`src/rtl/uart_tx_framer.sv`:
```
// uart_tx_framer
// Serializes bytes from the host holding path onto txd as start, data,
// optional parity and stop bits. Line format is taken from the line control
// register outputs and latched at the start of every frame. Bit timing is
// counted in shared oversampling baud ticks.
//
// Build option: define UART_TX_FIFO_EN for 16-entry FIFO holding storage;
// without it the holding storage is a single register.
module uart_tx_framer #(
  parameter int OSR_A = 16,
  parameter int OSR_B = 13
) (
  input  logic       m_clk,
  input  logic       reset,
  input  logic       baud_tick,
  input  logic [7:0] tx_data,
  input  logic       tx_valid,
  output logic       tx_ready,
  input  logic [1:0] WLS,
  input  logic       STB,
  input  logic       PEN,
  input  logic       EPS,
  input  logic       SP,
  input  logic       BC,
  input  logic       osm_sel,
  output logic       txd,
  output logic       tx_busy,
  output logic       tsre
);

  localparam int OSR_MAX = (OSR_A > OSR_B) ? OSR_A : OSR_B;
  // Wide enough to hold two full bit times (longest stop period).
  localparam int CNT_W   = $clog2(2 * OSR_MAX + 1);

  typedef enum logic [2:0] {
    S_IDLE,
    S_START,
    S_DATA,
    S_PARITY,
    S_STOP
  } state_t;

  state_t             r_state;
  logic [CNT_W-1:0]   r_cnt;
  logic [2:0]         r_bit_idx;
  logic [7:0]         r_shift;
  logic [1:0]         r_wls;
  logic               r_stb;
  logic               r_pen;
  logic               r_osm;
  logic               r_par_bit;
  logic               r_line;
  logic               r_txd;
  logic               r_tx_ready;

  logic [CNT_W-1:0]   w_osr;
  logic [CNT_W-1:0]   w_osr_last;
  logic [CNT_W-1:0]   w_stop_last;
  logic               w_bit_end;
  logic               w_last_data;
  logic               w_push;
  logic               w_load;
  logic               w_empty;
  logic [7:0]         w_head;
  logic [7:0]         w_mask;
  logic               w_par;
  logic               w_par_bit;

  // ---------------------------------------------------------------------------
  // Bit timing, all derived from the format latched for the current frame.
  // ---------------------------------------------------------------------------
  assign w_osr      = r_osm ? CNT_W'(OSR_B) : CNT_W'(OSR_A);
  assign w_osr_last = w_osr - CNT_W'(1);

  // Last tick index of the stop period: 1, 1.5 (5-bit words) or 2 bit times.
  // NOTE: every always_comb output gets a default first so no latch is inferred.
  always_comb begin
    w_stop_last = w_osr_last;
    if (r_stb) begin
      if (r_wls == 2'b00) w_stop_last = w_osr + (w_osr >> 1) - CNT_W'(1);
      else                w_stop_last = (w_osr << 1) - CNT_W'(1);
    end
  end

  assign w_bit_end   = baud_tick &&
                       (r_cnt == ((r_state == S_STOP) ? w_stop_last : w_osr_last));
  assign w_last_data = (r_bit_idx == ({1'b0, r_wls} + 3'd4));

  // The shifter takes a byte from IDLE, or straight out of a finishing stop bit.
  assign w_push = tx_valid && r_tx_ready;
  assign w_load = !w_empty &&
                  ((r_state == S_IDLE) || ((r_state == S_STOP) && w_bit_end));

  // ---------------------------------------------------------------------------
  // Holding storage
  // ---------------------------------------------------------------------------
`ifdef UART_TX_FIFO_EN
  logic [7:0] r_mem [16];
  logic [3:0] r_wr_ptr;
  logic [3:0] r_rd_ptr;
  logic [4:0] r_count;
  logic [4:0] w_count_next;

  assign w_empty = (r_count == 5'd0);
  assign w_head  = r_mem[r_rd_ptr];

  // Occupancy after this cycle's push and pop.
  always_comb begin
    w_count_next = r_count;
    case ({w_push, w_load})
      2'b10:   w_count_next = r_count + 5'd1;
      2'b01:   w_count_next = r_count - 5'd1;
      default: w_count_next = r_count;
    endcase
  end

  // FIFO storage write.
  // NOTE: the array is not reset; pointers and count alone say which entries are live.
  always_ff @(posedge m_clk) begin
    if (w_push) r_mem[r_wr_ptr] <= tx_data;
  end

  // FIFO pointers, occupancy and registered ready (~full).
  always_ff @(posedge m_clk) begin
    if (reset) begin
      r_wr_ptr   <= '0;
      r_rd_ptr   <= '0;
      r_count    <= '0;
      r_tx_ready <= 1'b1;
    end else begin
      if (w_push) r_wr_ptr <= r_wr_ptr + 4'd1;
      if (w_load) r_rd_ptr <= r_rd_ptr + 4'd1;
      r_count    <= w_count_next;
      r_tx_ready <= (w_count_next != 5'd16);
    end
  end
`else
  logic       r_hold_full;
  logic [7:0] r_hold_data;
  logic       w_full_next;

  assign w_empty     = !r_hold_full;
  assign w_head      = r_hold_data;
  // A push needs an empty register and a load needs a full one, so they never overlap.
  assign w_full_next = w_push || (r_hold_full && !w_load);

  // Holding register data capture.
  always_ff @(posedge m_clk) begin
    if (w_push) r_hold_data <= tx_data;
  end

  // Holding register occupancy and registered ready (~full).
  always_ff @(posedge m_clk) begin
    if (reset) begin
      r_hold_full <= 1'b0;
      r_tx_ready  <= 1'b1;
    end else begin
      r_hold_full <= w_full_next;
      r_tx_ready  <= !w_full_next;
    end
  end
`endif

  // Parity of the outgoing word, resolved when the byte is loaded.
  always_comb begin
    w_mask = 8'hFF;
    case (WLS)
      2'b00:   w_mask = 8'h1F;
      2'b01:   w_mask = 8'h3F;
      2'b10:   w_mask = 8'h7F;
      default: w_mask = 8'hFF;
    endcase
  end
  assign w_par     = ^(w_head & w_mask);
  assign w_par_bit = SP ? !EPS : (EPS ? w_par : !w_par);

  // ---------------------------------------------------------------------------
  // Frame sequencer: state, tick counter, shifter and the registered line.
  // ---------------------------------------------------------------------------
  // Walks START/DATA/PARITY/STOP, latching the format at each START entry.
  always_ff @(posedge m_clk) begin
    if (reset) begin
      r_state   <= S_IDLE;
      r_cnt     <= '0;
      r_bit_idx <= '0;
      r_shift   <= '0;
      r_wls     <= '0;
      r_stb     <= 1'b0;
      r_pen     <= 1'b0;
      r_osm     <= 1'b0;
      r_par_bit <= 1'b0;
      r_line    <= 1'b1;
      r_txd     <= 1'b1;
    end else begin
      // NOTE: the last non-blocking assignment to a register in a block wins,
      // so the default here and the break override at the end bracket the FSM.
      r_txd <= r_line;
      if (w_load) begin
        r_state   <= S_START;
        r_shift   <= w_head;
        r_wls     <= WLS;
        r_stb     <= STB;
        r_pen     <= PEN;
        r_osm     <= osm_sel;
        r_par_bit <= w_par_bit;
        r_cnt     <= '0;
        r_bit_idx <= '0;
        r_line    <= 1'b0;
        r_txd     <= 1'b0;
      end else if (r_state != S_IDLE) begin
        if (w_bit_end) begin
          r_cnt <= '0;
          case (r_state)
            S_START: begin
              r_state <= S_DATA;
              r_line  <= r_shift[0];
              r_txd   <= r_shift[0];
            end
            S_DATA: begin
              if (w_last_data) begin
                if (r_pen) begin
                  r_state <= S_PARITY;
                  r_line  <= r_par_bit;
                  r_txd   <= r_par_bit;
                end else begin
                  r_state <= S_STOP;
                  r_line  <= 1'b1;
                  r_txd   <= 1'b1;
                end
              end else begin
                r_bit_idx <= r_bit_idx + 3'd1;
                r_shift   <= r_shift >> 1;
                r_line    <= r_shift[1];
                r_txd     <= r_shift[1];
              end
            end
            S_PARITY: begin
              r_state <= S_STOP;
              r_line  <= 1'b1;
              r_txd   <= 1'b1;
            end
            default: begin
              // End of stop with nothing waiting: return to idle.
              r_state <= S_IDLE;
              r_line  <= 1'b1;
              r_txd   <= 1'b1;
            end
          endcase
        end else if (baud_tick) begin
          r_cnt <= r_cnt + CNT_W'(1);
        end
      end
      if (BC) r_txd <= 1'b0;
    end
  end

  assign txd      = r_txd;
  assign tx_ready = r_tx_ready;
  assign tx_busy  = (r_state != S_IDLE);
  assign tsre     = w_empty && (r_state == S_IDLE);

endmodule

```
`config.mk`:
```
export PLATFORM = sky130hd
export DESIGN_NAME = uart_tx_framer
export DESIGN_NICKNAME = d
export VERILOG_FILES = /design/src/rtl/uart_tx_framer.sv
export SDC_FILE = /design/constraint.sdc
export NUM_CORES = 1
export LEC_CHECK = 0
export BUFFER_PORTS_ARGS = -buffer_cell sky130_fd_sc_hd__buf_2
export CORE_ASPECT_RATIO = 1.1
export CORE_UTILIZATION = 45
export DETAILED_ROUTE_END_ITERATION = 6
export PLACE_DENSITY = 0.61
export SYNTH_ARGS = -nofsm -noshare
export SYNTH_HDL_FRONTEND = slang
export SYNTH_SLANG_ARGS = --single-unit
```
`constraint.sdc`:
```
create_clock -name m_clk -period 2.7 [get_ports m_clk]
set_clock_uncertainty 0.05 [all_clocks]
set_input_delay 0 -clock m_clk [delete_from_list [all_inputs] [get_ports m_clk]]
set_output_delay 0 -clock m_clk [all_outputs]
set_load 0.05 [all_outputs]
```
==> results of run 1 <==
==> cells in the mapped netlist, drive strengths merged, types with 2 or more instances <==
| cell type | number |
|---|---|
| dfxtp | 30 |
| nand2 | 24 |
| a21oi | 20 |
| inv | 9 |
| nand3 | 9 |
| edfxtp | 8 |
| buf | 7 |
| nor2 | 7 |
| xor2 | 6 |
| nor3 | 5 |
| xnor2 | 5 |
| a22o | 4 |
| a32o | 4 |
| mux2i | 4 |
| nand4 | 4 |
| and2 | 3 |
| clkbuf | 3 |
| o2111ai | 3 |
| o211ai | 3 |
| o221ai | 3 |
| or3 | 3 |
| a21o | 2 |
| and3 | 2 |
| ha | 2 |
| nand2b | 2 |
| nand3b | 2 |
| nor3b | 2 |
| o2111a | 2 |
| o21ai | 2 |
| o31ai | 2 |
| or4 | 2 |
==> sequential cells by signal, indices dropped and copies added, names as in the netlist, 2 cells and up <==
signal,flops
r_shift,8
r_wls,2
r_state,3
r_cnt,6
r_bit_idx,3
r_hold_data,8
==> final cells by class <==
class                   count  area (µm²)  area share (%)
multi-input cells         142       987.2           42.28
flip-flops and latches     38       840.8           36.01
repair buffers             42       297.8           12.75
clock buffers               6       72.57           3.108
well taps                  52       65.06           2.787
clock inverters             2       37.54           1.608
inverters                   9       33.78           1.447
==> per-stage QoR <==
stage / total power [mW] / cell area, µm² / setup WS (ps) / util (%)
2_1_floorplan: 0.7329 / 1919 / 557.0 / -
3_3_place_gp: 0.7707 / 2064 / 338.6 / 51.31
3_5_place_dp: 0.7737 / 2064 / 292.0 / 51.31
4_1_cts: 1.263 / 2335 / 277.3 / 58.02
5_1_grt: 1.301 / 2335 / 79.34 / 58.02
6_report: 1.256 / 2335 / 261.2 / 58.02
==> timing repair <==
action / 4_1_cts / 5_1_grt
endpoints found under the hold margin: 18 / 0
hold buffers: 16 / 0
setup endpoints to repair: 0 / 0
==> power by group <==
part | switching (mW) | internal, mW
clock | 0.201 | 0.276
sequential | 0.0211 | 0.604
combinational | 0.0842 | 0.0701
total | 0.306 | 0.950
==> logic make-up (layout without fill, tap and decap cells) <==
group                      count (synthesis)  count (layout)  synth area share [%]
buffers and inverters                     19              59                 4.758
xor gates and xnor gates                  12              12                 6.193
and+or+nand+nor                           72              72                 21.32
adders and majority gates                  2               2                 1.304
muxes                                      4               4                 2.086
AOI/OAI and AO/OA                         52              52                 20.54
DFF                                       38              38                 43.81
==> worst paths after layout <==
check             startpoint          to  slack (ps)  cells past startpoint
hold / removal     baud_tick    r_cnt[1]           9                      4
setup reg to reg  r_state[1]  r_shift[6]         260                      7
hold reg to reg    r_par_bit   r_par_bit         410                      2
setup / recovery  r_state[1]  r_shift[6]         260                      7
==> layer usage <==
layer / part of all wire [%] / up-vias
met5: 0 / -
met4: 2.5 / 0
met3: 3.3 / 8
met2: 51 / 37
met1: 43 / 756
li1: - / 820
==> critical path, stage by stage (launching register included) <==
cell	delay, ps
dfxtp_1	520
and4bb_2	320
mux2i_1	150
o211ai_1	420
nand4_1	360
buf_4	280
o221ai_1	170
a21oi_1	60
==> metrics.md, run 1 <==
| Metric | Value |
|---|---|
| Synth top area share | between 30% and 40% |
| GRT Util Overall | 20.61% |
| Synth Cell Area | about 1900 µm² |
| Worst VDD drop | about 0.36 mV |
| Yosys reg bits | 38 |
| Fraction of registers with async set/reset | 0% |
| Sequential element share of the synthesized area | 43.81% |
| Slew Limit Fails | 0 |
| Die width | 64.27 µm |
| PostCTS Resize Cnt | 0 |
| Slew margin rel. | a little over 60% |
| Count of cell types in the netlist | between 50 and 60 |
| I/O pin total | 24 |
| N_diodes | 0 |
| Max Clock Freq | around 0.41 GHz |
| Grt ovf | 0 |
| Die height | between 70 and 80 µm |
| Final count of hold timing violations | 0 |
| Fillers | roughly 350 |
| Worst hold-check path type | in -> reg |
| Most common flop cell mapped by yosys | dfxtp_1 |
| Post-Layout Cell Count | slightly below 300 |
| Die Area | roughly 4500 µm² |
| CP arrival | ~2600 ps |
| Leading area contributor after synthesis | dfxtp_1 |
| Instance count of the mapped netlist | 199 |
| IO buf count | 23 |
| CP required | 2820 ps |
| Final min period | approximately 2400 ps |
| Crit share post-route | between 90 and 100% |
| Avg Vias per Cell | 5.570 |
| M3 GR Usage | a little under 5% |
| Cell leakage power | slightly below 0.9 nW |
| Cts bufs inserted | 5 |
| Largest cells by area after synthesis | dfxtp_1 (31%), edfxtp_1 (13%), a21oi_1 (4.7%) |
| Setup TNS | 0 ps |
| Area grow syn2layout | 21.64% |
| GR Layer Usage met1 | around 23% |
| Vias in the first global route | around 1,500 |
| First-pass GRT wire length | just over 7 mm |
| Met2 Usage GRT | between 30% and 40% |
| Synth warnings | 0 |
| Final setup viols | 0 |
| Worst-Margin Slew | between 500 and 600 ps |
| Pwr dens | about 540 nW/µm² |
| Post-placement cell count | around 270 |
| Status | finished clean |
| Mapped Avg Cell Area | roughly 9.6 µm² |
| Net count reported at finish | 260 |
| Global route hottest layer | met2 |
| Htree depth | 2 |
| Initial Util | about 48% |
| First-pass iteration count of the detailed router | 4 |
| Starting DRT DRC Count | 59 |
| Worst-Skew Late Latency | between 200 and 300 ps |
| # clock sinks | 38 |
| Post-CTS Setup Repair Bufs | 0 |
| Setup crit end kind | register |
| DRT Wirelength | ~4.2 mm |
| Antenna violations before repair | 0 |
| Post-route ant nets | 0 |
| Unrepaired setup endpoints after global routing | false |
| Via Count | 1,621 |
| Min Hold Slack | about 9.3 ps |
| CP Class | reg -> reg |
| Clock buffer depth | 2 |
| EDFF count, synth | 8 |
| Site row count | 24 |
| RD Place Congestion | roughly 0.81 |
| CORE AREA | slightly above 4000 µm² |
| Largest net degree at the start of global routing | 16 |
| Commonest non-fill, non-tap cell in the layout | dfxtp_1 |
| Clock root buffer master | clkbuf_8 |
| Clk slew on worst S/H paths | 70 ps |
| Routed len/inst | ~15 µm |
| CP Launch Type | register |
| CP max FO | 10 |
| Highest-count cells in the layout ignoring fill and taps | dfxtp_1 (30), nand2_1 (23), buf_2 (23) |
| DRC | 0 |
| Max-Cap Viols | 0 |
| CTS tree | built |
| Syn nets | 221 |
| Share of cells above drive strength 1 | 18.83% |
| Dpl hpwl | just over 3 mm |
Note: power is estimated with default switching activity, not from simulation.
==> run 2: changes to the inputs <==
Settings changed: REMOVE_ABC_BUFFERS set to 1.
==> run 2 against run 1 <==
  * Worst hold slack better by 5.8 ps
  * Final area up 0.54%
  * Global-route usage down 0.34 points
  * Cell count down 0.34%
  * Utilization up 0.31 points
  * Worst setup slack worse by 3.8 ps
  * Fmax down 0.16%
  * Clock power up 18%
  * Sequential share of layout area down 0.19 points
  * Register-to-register slack about the same
  * Routed wire length down 0.66%
  * Non-clock buffer count down 1
  * Critical path type unchanged
  * Largest cell class unchanged
==> metrics.md, run 2 (same netlist as run 1, synthesis figures left out) <==
| Metric | Value |
|---|---|
| Clock root buffer master | clkbuf_8 (unchanged) |
| Clk slew on worst S/H paths | 80 ps (was 70 ps) |
| First-pass iteration count of the detailed router | 4 (unchanged) |
| CP arrival | 2570 ps (was 2560 ps) |
| Dpl hpwl | 3.091 mm (was 3.104 mm) |
| CP Class | reg -> reg (unchanged) |
| Htree depth | 2 (unchanged) |
| Via Count | 1,594 (was 1,621) |
| Antenna violations before repair | 0 (unchanged) |
| Met2 Usage GRT | 37.19% (was 36.37%) |
| Max-Cap Viols | 0 (unchanged) |
| CORE AREA | 4024 µm² (unchanged) |
| CP max stage delay | 510 ps (was 520 ps) |
| Die height | 70.50 µm (unchanged) |
| Hold Path Depth | 2 (was 4) |
| Initial Util | 47.70% (unchanged) |
| Worst-Skew Late Latency | 290 ps (about the same) |
| Avg Vias per Cell | 5.497 (was 5.570) |
| CP max FO | 10 (unchanged) |
| Final Total Pwr | 1.341 mW (was 1.256 mW) |
| Post-route ant nets | 0 (unchanged) |
| Worst-Margin Slew | 573.1 ps (was 593.4 ps) |
| GRT Util Overall | 20.27% (was 20.61%) |
| Share of cells above drive strength 1 | 18.91% (was 18.83%) |
| CP Launch Type | register (unchanged) |
| Unrepaired setup endpoints after global routing | false (unchanged) |
| I/O pin total | 24 (unchanged) |
| DRT Wirelength | 4.210 mm (was 4.238 mm) |
| Worst hold-check path type | in -> reg (unchanged) |
| Post-CTS Hold Fix Bufs | 15 (was 16) |
| M3 GR Usage | 4.575% (was 4.902%) |
| Slowest stage cell, crit path | dfxtp_1 (unchanged) |
| Net count reported at finish | 259 (was 260) |
| Final min period | 2443 ps (was 2439 ps) |
| Global route hottest layer | met2 (unchanged) |
| GR Layer Usage met1 | 22.70% (was 23.11%) |
| Reg2reg setup slack | 260 ps (about the same) |
| Setup crit end kind | register (unchanged) |
| Crit share post-route | 90.47% (was 90.32%) |
| Commonest non-fill, non-tap cell in the layout | dfxtp_1 (unchanged) |
| Final setup viols | 0 (unchanged) |
| RD Place Congestion | 0.8451 (was 0.8101) |
| Status | finished clean (unchanged) |
| Site row count | 24 (unchanged) |
| Max Clock Freq | 0.4094 GHz (was 0.4100 GHz) |
| Setup TNS | 0 ps (unchanged) |
| PostCTS Resize Cnt | 0 (unchanged) |
| DRC | 0 (unchanged) |
| Clock buffer depth | 2 (unchanged) |
| Slew margin rel. | 61.76% (was 60.40%) |
| Levels on crit path | 7 (unchanged) |
| Slew Limit Fails | 0 (unchanged) |
| IO buf count | 23 (unchanged) |
| Worst-path cell chain | and4bb_2 -> mux2i_1 -> o211ai_1 -> nand4_1 -> buf_4 -> o221ai_1 -> a21oi_1 (unchanged) |
| N_diodes | 0 (unchanged) |
| Grt ovf | 0 (unchanged) |
| CP required | 2830 ps (was 2820 ps) |
| Die Area | 4531 µm² (unchanged) |
| CTS tree | built (unchanged) |
| First-pass GRT wire length | 7.044 mm (was 7.113 mm) |
| Starting DRT DRC Count | 68 (was 59) |
| Cell leakage power | 0.8907 nW (was 0.8805 nW) |
| # clock sinks | 38 (unchanged) |
| Fillers | 368 (was 349) |
| Post-CTS Setup Repair Bufs | 0 (unchanged) |
| Crit path max-delay family | simple AND/OR/NAND/NOR gates (unchanged) |
| R2r worst-path depth | 7 (unchanged) |
| Area grow syn2layout | 22.29% (was 21.64%) |
| Die width | 64.27 µm (unchanged) |
| Cts bufs inserted | 5 (unchanged) |
| Largest net degree at the start of global routing | 16 (unchanged) |
| Worst VDD drop | 0.3879 mV (was 0.3617 mV) |
| Final count of hold timing violations | 0 (unchanged) |
| Worst path bufs/invs | 1 (unchanged) |
| Pwr dens | 571.2 nW/µm² (was 538.1 nW/µm²) |
| Routed len/inst | 14.52 µm (was 14.56 µm) |
| Largest registers | r_hold_data: 8 flops, r_shift: 8 flops, r_cnt: 6 flops (unchanged) |
| Vias in the first global route | 1,569 (was 1,544) |
| Highest-count cells in the layout ignoring fill and taps | dfxtp_1 (30), nand2_1 (23), buf_2 (23) (unchanged) |
run 2: metal layers:
| layer | share of wire, % | vias up |
|---|---|---|
| li1 | - | 816 |
| met1 | 43 | 739 |
| met2 | 52 | 35 |
| met3 | 3.6 | 4 |
| met4 | 0.93 | 0 |
| met5 | 0 | - |
run 2: metrics by stage:
stage	util, %	cells	setup WS [ps]	hold WS [ps]	instance area, µm²
after floorplan	-	189	472.6	19.07	1862
after global placement	51.31	267	337.0	127.4	2064
after detailed placement	51.31	267	299.6	128.3	2064
after CTS	58.33	290	287.3	5.097	2347
after global routing	58.33	290	90.96	9.207	2347
final	58.33	290	257.4	15.09	2347
run 2: report_power, final:
group          leakage, nW  switching (mW)  internal, mW  total, mW
Combinational        0.504          0.0833        0.0691      0.152
Clock               0.0658           0.198         0.366      0.564
Sequential           0.321          0.0204         0.604      0.625
run 2: layout make-up:
class | instances | area [µm²] | area share, %
Multi-Input combinational cell | 142 | 987.2 | 42.06
Clock inverter | 3 | 63.81 | 2.719
Clock buffer | 5 | 68.82 | 2.932
Tap cell | 52 | 65.06 | 2.772
Sequential cell | 38 | 840.8 | 35.82
Timing Repair Buffer | 41 | 287.8 | 12.26
Inverter | 9 | 33.78 | 1.439
run 2: worst paths after layout:
path | startpoint | end
worst max-delay path | r_state[1] | r_shift[5]
worst min-delay path | reset | r_pen
worst max register to register | r_state[1] | r_shift[5]
worst min register to register | r_shift[5] | r_shift[5]
==> run 3: changes to the inputs <==
Clock period 2.7 ns to 3 ns, I/O delays scaled along.
==> run 3 against run 2 <==
  * Sequential power down 10%
  * Power fell by 15%
  * Combinational power decreased by 9%
  * Non-clock buffer count stayed put
  * Fmax rose by 0.22%
  * Routed wire length is 1.7% lower
  * Largest cell class unchanged
  * Worst setup slack better by 310 ps
  * Clock-buffer cell count stayed put
  * Utilization down 0.40 points
  * Final area fell by 0.69%
  * Via count is 4.8% higher
==> metrics.md, run 3 (same netlist as run 1, synthesis figures left out) <==
| Metric | Value |
|---|---|
| Final count of hold timing violations | 0 (unchanged) |
| # clock sinks | 38 (unchanged) |
| Commonest non-fill, non-tap cell in the layout | dfxtp_1 (unchanged) |
| Worst VDD drop | 0.3140 mV (was 0.3879 mV) |
| Die height | 70.50 µm (unchanged) |
| Slew margin rel. | 60.95% (was 61.76%) |
| Dpl hpwl | 3.028 mm (was 3.091 mm) |
| Clock buffer depth | 2 (unchanged) |
| CP Launch Type | register (unchanged) |
| Share of cells above drive strength 1 | 18.91% (unchanged) |
| Initial Util | 47.70% (unchanged) |
| Max Clock Freq | 0.4103 GHz (was 0.4094 GHz) |
| Crit share post-route | 81.24% (was 90.47%) |
| CP max FO | 10 (unchanged) |
| First-pass GRT wire length | 6.948 mm (was 7.044 mm) |
| IO buf count | 23 (unchanged) |
| Fillers | 376 (was 368) |
| DRT Wirelength | 4.137 mm (was 4.210 mm) |
| Clk slew on worst S/H paths | 80 ps (about the same) |
| Setup TNS | 0 ps (unchanged) |
| Status | finished clean (unchanged) |
| Die width | 64.27 µm (unchanged) |
| RD Place Congestion | 0.8332 (was 0.8451) |
| CTS tree | built (unchanged) |
| Clock root buffer master | clkbuf_8 (unchanged) |
| PostCTS Resize Cnt | 0 (unchanged) |
| Avg Vias per Cell | 5.762 (was 5.497) |
| Worst-Margin Slew | 585.2 ps (was 573.1 ps) |
| Vias in the first global route | 1,580 (was 1,569) |
| N_diodes | 0 (unchanged) |
| Routed len/inst | 14.27 µm (was 14.52 µm) |
| Highest-count cells in the layout ignoring fill and taps | dfxtp_1 (30), nand2_1 (23), buf_2 (23) (unchanged) |
| Area grow syn2layout | 21.45% (was 22.29%) |
| Post-placement cell count | 266 (was 267) |
| Net count reported at finish | 259 (unchanged) |
| Final setup viols | 0 (unchanged) |
| Largest registers | r_hold_data: 8 flops, r_shift: 8 flops, r_cnt: 6 flops (unchanged) |
| Starting DRT DRC Count | 74 (was 68) |
| Via Count | 1,671 (was 1,594) |
| Slew Limit Fails | 0 (unchanged) |
| CORE AREA | 4024 µm² (unchanged) |
| Final min period | 2437 ps (was 2443 ps) |
| CP required | 3140 ps (was 2830 ps) |
| Cell leakage power | 0.8740 nW (was 0.8907 nW) |
| Slowest stage cell, crit path | dfxtp_1 (unchanged) |
| Max-Cap Viols | 0 (unchanged) |
| Pwr dens | 486.7 nW/µm² (was 571.2 nW/µm²) |
| CP arrival | 2580 ps (was 2570 ps) |
| Post-Layout Cell Count | 290 (unchanged) |
| Worst-path cell chain | nor3b_1 -> and2_1 -> nand4_1 -> buf_4 -> a32o_1 (was and4bb_2 -> mux2i_1 -> o211ai_1 -> nand4_1 -> buf_4 -> o221ai_1 -> a21oi_1) |
| Cts bufs inserted | 5 (unchanged) |
| I/O pin total | 24 (unchanged) |
| Worst-Skew Late Latency | 290 ps (about the same) |
| First-pass iteration count of the detailed router | 4 (unchanged) |
| Unrepaired setup endpoints after global routing | false (unchanged) |
| Site row count | 24 (unchanged) |
| Post-route ant nets | 0 (unchanged) |
| Grt ovf | 0 (unchanged) |
| DRC | 0 (unchanged) |
| GRT Util Overall | 20.00% (was 20.27%) |
| Worst hold-check path type | in -> reg (unchanged) |
| CP max stage delay | 500 ps (was 510 ps) |
| Setup crit end kind | register (unchanged) |
| Post-CTS Hold Fix Bufs | 16 (was 15) |
| Antenna violations before repair | 0 (unchanged) |
| Post-CTS Setup Repair Bufs | 0 (unchanged) |
| Largest net degree at the start of global routing | 16 (unchanged) |
| CP Class | reg -> reg (unchanged) |
| Htree depth | 2 (unchanged) |
| Die Area | 4531 µm² (unchanged) |
[run 3: through the flow]
stage	instance area (µm²)	total power [mW]	worst slack, ps	utilization, %	hold WS [ps]
floorplan	1862	0.6542	772.6	-	19.07
global placement	2057	0.6933	639.0	51.12	127.4
detailed placement	2057	0.6962	622.4	51.12	128.7
CTS	2331	1.145	625.2	57.93	12.54
global route	2331	1.183	434.2	57.93	25.60
finish	2331	1.135	562.7	57.93	12.04
[run 3: layout make-up]
type                    instances  area [µm²]  area share (%)
clock buffers                   5       68.82           2.952
repair buffers                 41       290.3           12.45
multi-input cells             142       987.2           42.35
inverters                       9       33.78           1.449
flip-flops and latches         38       840.8           36.07
well taps                      52       65.06           2.791
clock inverters                 3       45.04           1.932
[run 3: power breakdown]
part	switching (mW)	internal (mW)	leakage [nW]
Sequential	0.0186	0.544	0.321
Clock	0.187	0.247	0.0504
Combinational	0.0745	0.0631	0.503
[run 3: layer usage]
layer  vias to the layer above  global-route usage, %  wire [µm]
li1                        818                      -          -
met1                       807                  23.02       1791
met2                        37                  35.32       2131
met3                         9                  4.412        124
met4                         0                  7.901         89
met5                         -                      0          0
[run 3: path summary, 6_finish.rpt]
| check | to | from | slack (ps) | cells past startpoint |
|---|---|---|---|---|
| hold reg to reg | r_shift[5] | r_shift[5] | 410 | 2 |
| setup reg to reg | r_shift[1] | r_state[1] | 560 | 5 |
| hold / removal | r_par_bit | reset | 10 | 2 |
| setup / recovery | r_shift[1] | r_state[1] | 560 | 5 |
[run 3: critical path: cells and delay by family (launching register included)]
| kind | cells | cell delay [ps] |
|---|---|---|
| simple gates | 3 | 1250 |
| compound gates | 1 | 250 |
| buf+inv | 1 | 290 |
| flops | 1 | 500 |
